**src/rtl/bounded_counter.sv**
```systemverilog
// Run-to-limit event counter: counts 0..limit once per unpaused cycle after a
// start, then pulses done for one cycle. Increment goes through a ripple incrementer.

module incrementer #(
  parameter int unsigned WIDTH = 8
) (
  input  logic [WIDTH-1:0] x,
  output logic [WIDTH-1:0] x_plus_1
);

  // carry[i] is the carry into bit i; the carry into bit 0 is the +1.
  logic [WIDTH-1:0] carry;

  assign carry[0] = 1'b1;

  for (genvar i = 0; i < WIDTH - 1; i++) begin : g_carry
    assign carry[i+1] = x[i] & carry[i];
  end

  assign x_plus_1 = x ^ carry;

endmodule

module bounded_counter #(
  parameter int unsigned WIDTH = 8
) (
  input  logic             clock,
  input  logic             reset,
  input  logic             start,
  input  logic [WIDTH-1:0] limit,
  input  logic             pause,
  input  logic             abort,
  output logic [WIDTH-1:0] count,
  output logic             busy,
  output logic             done
);

  typedef enum logic [1:0] {
    IDLE = 2'd0,
    RUN  = 2'd1,
    DONE = 2'd2
  } state_e;

  state_e           state_q;
  logic [WIDTH-1:0] count_q;
  logic [WIDTH-1:0] count_d;
  logic [WIDTH-1:0] limit_q;
  logic             busy_q;
  logic             done_q;

  incrementer #(.WIDTH(WIDTH)) u_inc (
    .x        (count_q),
    .x_plus_1 (count_d)
  );

  // busy/done are registered alongside the state so they always equal
  // (state_q == RUN) and (state_q == DONE) without any input->output path.
  // NOTE: all state here uses non-blocking assignments so every register
  // samples the pre-edge values regardless of statement order.
  always_ff @(posedge clock) begin
    if (reset) begin
      state_q <= IDLE;
      count_q <= '0;
      limit_q <= '0;
      busy_q  <= 1'b0;
      done_q  <= 1'b0;
    end else begin
      case (state_q)
        IDLE: begin
          if (start) begin
            limit_q <= limit;
            count_q <= '0;
            state_q <= RUN;
            busy_q  <= 1'b1;
          end
        end
        RUN: begin
          if (abort) begin
            state_q <= IDLE;
            busy_q  <= 1'b0;
          end else if (count_q == limit_q) begin
            state_q <= DONE;
            busy_q  <= 1'b0;
            done_q  <= 1'b1;
          end else if (!pause) begin
            count_q <= count_d;
          end
        end
        DONE: begin
          state_q <= IDLE;
          done_q  <= 1'b0;
        end
        default: begin
          state_q <= IDLE;
          busy_q  <= 1'b0;
          done_q  <= 1'b0;
        end
      endcase
    end
  end

  assign count = count_q;
  assign busy  = busy_q;
  assign done  = done_q;

endmodule

```
**config.mk**
```make
export PLATFORM = sky130hd
export DESIGN_NAME = bounded_counter
export DESIGN_NICKNAME = d
export VERILOG_FILES = /design/src/rtl/bounded_counter.sv
export SDC_FILE = /design/constraint.sdc
export NUM_CORES = 1
export LEC_CHECK = 0
export ABC_AREA = 1
export BUFFER_PORTS_ARGS = -buffer_cell sky130_fd_sc_hd__clkbuf_2
export CAP_MARGIN = 20
export CORE_ASPECT_RATIO = 0.7
export CORE_MARGIN = 4
export CORE_UTILIZATION = 56
export DETAILED_ROUTE_END_ITERATION = 12
export PLACE_DENSITY = 0.82
export SYNTH_ARGS = -nofsm -noshare
export SYNTH_HDL_FRONTEND = slang
export SYNTH_SLANG_ARGS = --single-unit
```
**constraint.sdc**
```tcl
create_clock -name clock -period 2.7 [get_ports clock]
set_input_delay 0.135 -clock clock [delete_from_list [all_inputs] [get_ports clock]]
set_output_delay 0.135 -clock clock [all_outputs]
set_load 0.03 [all_outputs]
```
; ---- Word level (Yosys, flattened, before mapping)
; Index checks and enable logic that the tools add are counted.
[word_totals]
word_cells = 46
in_bits = 13
output_inout_bits = 10
register_bits = 20
[op_classes]
reduce_logical = 7
muxes = 16
n_eq_ne = 9
bitwise = 9
[op_table]
columns = operator, count
row1 = 2-to-1 mux 8 bit, 4
row2 = case mux 8 bit (2 select lines), 1
row3 = "!= test 2 bit, second input constant", 5
row4 = == test 8 bit, 1
row5 = XOR 8 bit, 1
row6 = AND 1 bit, 6
row7 = 2-to-1 mux 2 bit, 3
row8 = AND reduction 3 bit, 2
row9 = 2-to-1 mux 1 bit, 5
row10 = AND reduction 5 bit, 1
row11 = case mux 2 bit (2 select lines), 1
row12 = AND reduction 2 bit, 2
row13 = "!= test 3 bit, second input constant", 1
row14 = case mux 1 bit (3 select lines), 1
row15 = "== test 2 x 1 -> 1 bit, second input constant", 1
row16 = "== test 2 bit, second input constant", 1
row17 = logical NOT 2 bit, 1
row18 = NOT 1 bit, 2
row19 = case mux 1 bit (2 select lines), 1
row20 = nonzero test 2 bit, 1

; ---- Depth between registers and ports, before layout
; Gate-level depths: netlist of run 1.
[depth]
ltp_word = 11
depth_mapped = 12
mapped_depth_nobuf = 12

; ---- Modules after synthesis
; From an unflattened synthesis of run 1, not the netlist that was laid out.
[unflattened]
hier_cells = 149
hier_area_um2 = 1044.8
[by_module_without_submodules]
columns = module, area_each_um2, instances, cells_each
row1 = bounded_counter, 947.2, 1, 137
row2 = incrementer, 97.6, 1, 12

; ---- Least setup slack after synthesis of run 1
; OpenSTA, ideal clock, no wires.
[synth_timing]
path_type = flip-flop to flip-flop
startpoint = reg count_q[0], in the netlist count[0]
endpoint = reg count_q[7], in the netlist count[7]
arrival_ns = 1.937
stages_incl_launch_ff = 12
setup_slack_ns = 0.699
required_ns = 2.636
path_buffers = 0
cell_sequence = dfxtp_1 ha_1 ha_1 ha_1 ha_1 ha_1 ha_1 a21oi_1 o21ai_0 nand3_2 nand2_1 nor2_1
[synth_between]
elab_chain_len = 11
elab_cells_between_ends = 14
classes_between = eq/ne: 2 / mux: 4 / bitwise: 7 / reduce/logical: 1
[synth_rtl]
columns = item, line_no
row1 = from (decl), 45  ; logic [WIDTH-1:0] count_q;
row2 = from (signal assigned), 86  ; count_q <= count_d;
row3 = AND 1 bit (6 in a row), 17  ; assign carry[i+1] = x[i] & carry[i];
row4 = XOR 8 bit, 20  ; assign x_plus_1 = x ^ carry;
row5 = 2-to-1 mux 8 bit, 85  ; end else if (!pause) begin
row6 = 2-to-1 mux 8 bit, 81  ; end else if (count_q == limit_q) begin
row7 = 2-to-1 mux 8 bit, 78  ; if (abort) begin
row8 = case mux 8 bit (2 select lines), 68  ; case (state_q)
; Parallel ways exist; a longest one is shown, timed or not. The select of a mux whose other input is x is not followed.
; A chain may end at the register's enable or synchronous reset.

; ---- Worst setup path in the final report of run 1
[layout_timing]
startpoint = reg count_q[1], in the netlist count[1]
endpoint = reg count_q[7], in the netlist count[7]
; The elaborated chain is that of the path after synthesis.

==> results of run 1 <==
## logic make-up (layout without fill, tap and decap cells)
logic type,after synthesis,in the layout,synth area share (%)
adder cells (fa/ha/maj),6,6,7.13
XOR/XNOR,5,5,4.16
AO/OA/AOI/OAI,24,24,13.1
flip-flops,20,20,38.0
AND/OR/NAND/NOR,70,70,29.5
buffers and inverters,18,39,8.19
## metal layers
layer	routed length (um)	share of wire [%]	global-route usage [%]	up-vias
li1	-	-	-	501
met1	996	47	21.7	423
met2	995	47	27.8	20
met3	118	5.6	5.54	0
met4	0	0	5.31	0
met5	0	0	0	-
## power groups by stage
stage	registers (mW)	logic (mW)	clock network [mW]
2_1_floorplan	0.374	0.118	0
3_3_place_gp	0.351	0.176	0
3_5_place_dp	0.352	0.183	0
4_1_cts	0.345	0.183	0.142
5_1_grt	0.349	0.205	0.156
6_report	0.346	0.182	0.138
## flip-flops by register name, summed over array words and instances (netlist names)
| signal | flops |
|---|---|
| busy | 1 |
| count | 8 |
| done | 1 |
| limit_q | 8 |
| state_q | 2 |
## layout make-up
type                    instances  area, um^2  share of cell area, %
repair buffers                 22         110                   9.34
multi-input cells             105         567                   48.1
inverters                      14        52.6                   4.46
flip-flops and latches         20         400                   34.0
clock buffers                   3        22.5                   1.91
well taps                      21        26.3                   2.23
## path summary, 6_finish.rpt
| check | start | to | slack [ns] |
|---|---|---|---|
| max | count[1] | count[7] | 0.69 |
| min | reset | done | 0.06 |
| max reg2reg | count[1] | count[7] | 0.69 |
| min reg2reg | limit_q[0] | limit_q[0] | 0.48 |
## metrics by stage
stage	instance area, um^2	hold slack [ns]
after floorplan	1050	0.204
after detailed placement	1160	0.376
after global routing	1180	0.0486
final	1180	0.0581
after CTS	1180	0.0461
after global placement	1160	0.360
## cells in the mapped netlist (all sizes together)
| cell | n |
|---|---|
| nand4 | 1 |
| ha | 6 |
| buf | 2 |
| nand2 | 35 |
| nand3 | 8 |
| clkbuf | 2 |
| xnor2 | 5 |
| nor3 | 2 |
| dfxtp | 20 |
| inv | 14 |
| nor2 | 24 |
| o21ai | 10 |
| a21oi | 13 |
| a211oi | 1 |
## worst reg2reg max path, cell delays in order, from the launching register on
cell	delay, ns
dfxtp_1	0.38
ha_1	0.21
ha_1	0.18
ha_1	0.17
ha_1	0.18
ha_1	0.18
ha_1	0.19
a21oi_1	0.14
o21ai_0	0.11
nand3_2	0.09
nand2_1	0.05
nor2_1	0.09
==> flow_summary.ini, run 1 <==
[timing]
worst_pin_slew_ns = 0.711
drv_slew = 0
finClkSkew_ns = 0.00425
setup_violations = 0
fmaxAchievable_mhz = 498
relSlewSlack_pct = 52.6
period_share_pct = 74.4
tns_ns = 0
finalHoldViolCount = 0
worst_slack_ns = 0.691
rsz0062_at_grt = no
post-route-min-period_ns = 2.01

[yosys]
yosys_warnings = 0
postSynthRegisterBits = 20
yosysTopAreaCell = dfxtp_1
synth.avg_cell_area_um2 = 7.37
netlist_instances = 143
yosysSeqAreaShare_pct = 38.0
synth_area_leaders = dfxtp_1 (38%), nand2_1 (11%), nor2_1 (7.8%), ha_1 (7.1%), a21oi_1 (4.8%)
ys_types = 22
syn_nets = 162
synth_top_area_share_pct = 38.0
syn_area_mm2 = 0.00105

[final_layout]
final_nets = 185
drive_gt1_share_pct = 23.8
insertedDiodeCount = 0
areaGrowthSynthToFinish_pct = 11.9
final_util_pct = 70.1
final_common_cell = nand2_1
fill_cells = 152
final_cells = 185
layout_common_cells = nand2_1 (32), nor2_1 (22), clkbuf_2 (22)

[global_routing]
grt_overflow = 0
grt_usage_pct = 17.2
grt_pass1_vias = 789
antenna_found_initial = 0
grt_pass1_wl_mm = 3.42
grt_max_degree = 17

[floorplanning]
rows = 12
die-area_mm2 = 0.00265
die_w_um = 59.8
core-area_mm2 = 0.00168
initial_core_util_pct = 62.6
ios = 23
die_h_um = 44.3

[critical_path]
path_buf_inv = 0
critPathCaptureType = register
path_max_fanout = 5
crit_type = register to register
cp_slowest_cell = dfxtp_1
arrival_ns = 2.25
cpPeakStageDelay_ns = 0.38
required_ns = 2.94
cp_common_cell = ha_1
reg2regPathDepth = 11
worstPathCellList = ha_1 -> ha_1 -> ha_1 -> ha_1 -> ha_1 -> ha_1 -> a21oi_1 -> o21ai_0 -> nand3_2 -> nand2_1 -> nor2_1
worst-path-stages = 11
cp_top_family = adder cells
cp-start-kind = register

[power_and_ir_drop]
total_power_mw = 0.665
combPwrFrac_pct = 27.4
p_seq_share_pct = 52.0
p_leak_nw = 0.594
vdd_ir_drop_max_mv = 0.346
powerDensity_mw_per_mm2 = 564
clkPwrFrac_pct = 20.7
switching_share_pct = 34.0
power.switching_mw = 0.226
internal_power_mw = 0.439

[placement]
io_buffers = 22
gp_congestion = 0.859
dp_slack_ns = 0.727
hpwl_mm = 1.64
placedCellCount = 182

[route]
wl_per_cell_um = 11.4
drtPass1Iterations = 4
dr_total_vias = 944
wl_mm = 2.11
route.detailed.drc = 0
ant_nets = 0
routed_via_density = 5.10
drtIter0Drc = 27

[clocking]
cts.path.max_buffers = 2
clockRootBuffer = clkbuf_4
cts_setup_buffers = 0
cts.sinks = 20
clk_pin_slew_ns = 0.10
cts_buffers = 3
cts_tree = done
insertion_delay_ns = 0.30
cts_max_level = 1
hold_buffers = 0
cts_resized = 0

[status]
status = complete, no violations

[min_path]
hp-class = primary input to register
hold_depth = 2

[flow_run]
drv_cap = 0
No activity file was read; power rests on OpenSTA's default activity.
==> run 2, diff against run 1 <==
Settings changed: CORE_UTILIZATION 56 to 52, PLACE_DENSITY 0.82 to 0.77.
Clock period 2.7 ns to 2 ns, I/O delays scaled along.
==> run 2 against run 1 <==
  * Routed wire length rose by 2.3%
  * Core utilization decreased by 5.7 points
  * Count of clock-buffer cells in the layout did not move
  * Register-to-register slack worse by 0.63 ns
  * Sequential share of layout area down 0.71 points
  * Via count up 4.1%
  * Sequential power up 34%
  * Clock power grew 37%
  * Total power grew 37%
  * Die area increased by 6.5%
  * Largest cell class unchanged
  * Highest routed layer is now met4
==> flow_summary.ini, run 2 (synthesized netlist as in run 1, its figures left out) <==
[critical_path]
crit_type = register to register
arrival_ns = 2.18
worstPathCellList = ha_1 -> ha_1 -> ha_1 -> ha_2 -> ha_1 -> ha_2 -> a21oi_2 -> o21ai_1 -> nand3_2 -> nand2_1 -> nor2_1
cp_slowest_cell = dfxtp_4
cpPeakStageDelay_ns = 0.36
critPathCaptureType = register
path_max_fanout = 2
cp_common_cell = ha_1
cp-start-kind = register
required_ns = 2.24

[floorplanning]
die_h_um = 45.7
core-area_mm2 = 0.00189
initial_core_util_pct = 55.8
die_w_um = 61.8
die-area_mm2 = 0.00282
ios = 23
rows = 13

[global_routing]
grt_pass1_wl_mm = 3.50
grt_usage_pct = 16.8
grt_pass1_vias = 834
antenna_found_initial = 0
grt_max_degree = 17
grt_overflow = 0

[timing]
finClkSkew_ns = 0.00171
post-route-min-period_ns = 1.94
fmaxAchievable_mhz = 515
tns_ns = 0
relSlewSlack_pct = 51.4
setup_violations = 0
drv_slew = 0
period_share_pct = 97.1
finalHoldViolCount = 0
worst_pin_slew_ns = 0.729

[power_and_ir_drop]
total_power_mw = 0.911
vdd_ir_drop_max_mv = 0.643
p_leak_nw = 0.603
powerDensity_mw_per_mm2 = 750

[clocking]
cts.sinks = 20
cts_buffers = 3
hold_buffers = 0
insertion_delay_ns = 0.30
cts.path.max_buffers = 2
cts_max_level = 1
clockRootBuffer = clkbuf_4
cts_tree = done
clk_pin_slew_ns = 0.11

[route]
routed_via_density = 5.20
drtPass1Iterations = 5
wl_mm = 2.16
ant_nets = 0
drtIter0Drc = 27
route.detailed.drc = 0
wl_per_cell_um = 11.4
dr_total_vias = 983

[placement]
gp_congestion = 0.814
hpwl_mm = 1.62
io_buffers = 22

[status]
status = complete, no violations

[final_layout]
insertedDiodeCount = 0
fill_cells = 177
drive_gt1_share_pct = 27.5
layout_common_cells = nand2_1 (32), nor2_1 (22), clkbuf_2 (22)
areaGrowthSynthToFinish_pct = 15.3
final_common_cell = nand2_1
final_nets = 188

[flow_run]
drv_cap = 0

[min_path]
hp-class = primary input to register
[run 2: final cells by class]
type                       count  area [um^2]  area share, %
timing repair buffer          25          133           10.9
tap                           22         27.5           2.27
sequential                    20          404           33.3
clock buffer                   3         22.5           1.85
multi-input combinational    105          576           47.4
inverter                      14         52.6           4.33
[run 2: worst paths after layout]
path / startpoint / to / cells past startpoint / slack (ns)
setup / recovery: count[0] / count[7] / 11 / 0.06
hold / removal: reset / state_q[0] / 2 / 0.02
setup reg to reg: count[0] / count[7] / 11 / 0.06
hold reg to reg: limit_q[0] / limit_q[0] / 2 / 0.48
[run 2: what timing repair did]
item	in CTS	in global routing
setup buffers	0	1
pin swaps	0	2
resized for setup	1	4
setup endpoints to repair	1	1
[run 2: worst max-delay path: cells and delay by family, from the launching register on]
kind                     cells  cell delay, ns
adder cells (fa/ha/maj)      6            1.07
AO/OA/AOI/OAI                2            0.20
AND/OR/NAND/NOR              3            0.28
flip-flops                   1            0.36
[run 2: routing by layer]
metal	GRT usage [%]	part of all wire, %	up-vias
met3	5.95	7.1	2
met5	0	0	-
li1	-	-	507
met2	28.4	49	27
met4	2.54	0.46	0
met1	21.1	44	447
[run 2: report_power, final]
part	total [mW]	switching, mW	internal (mW)
Clock	0.189	0.119	0.0702
Sequential	0.463	0.0304	0.432
Combinational	0.259	0.162	0.0973
[run 2: per-stage QoR]
stage                     util (%)  setup WS (ns)  cells  cell area (um^2)  hold slack (ns)
after floorplan                  -        0.00462    143              1050            0.169
after global placement        62.2         0.0970    185              1170            0.327
after detailed placement      62.2         0.0179    185              1170            0.335
after CTS                     63.4         0.0106    188              1200           0.0106
after global routing          64.4        -0.0311    189              1210          0.00545
final                         64.4         0.0583    189              1210           0.0165
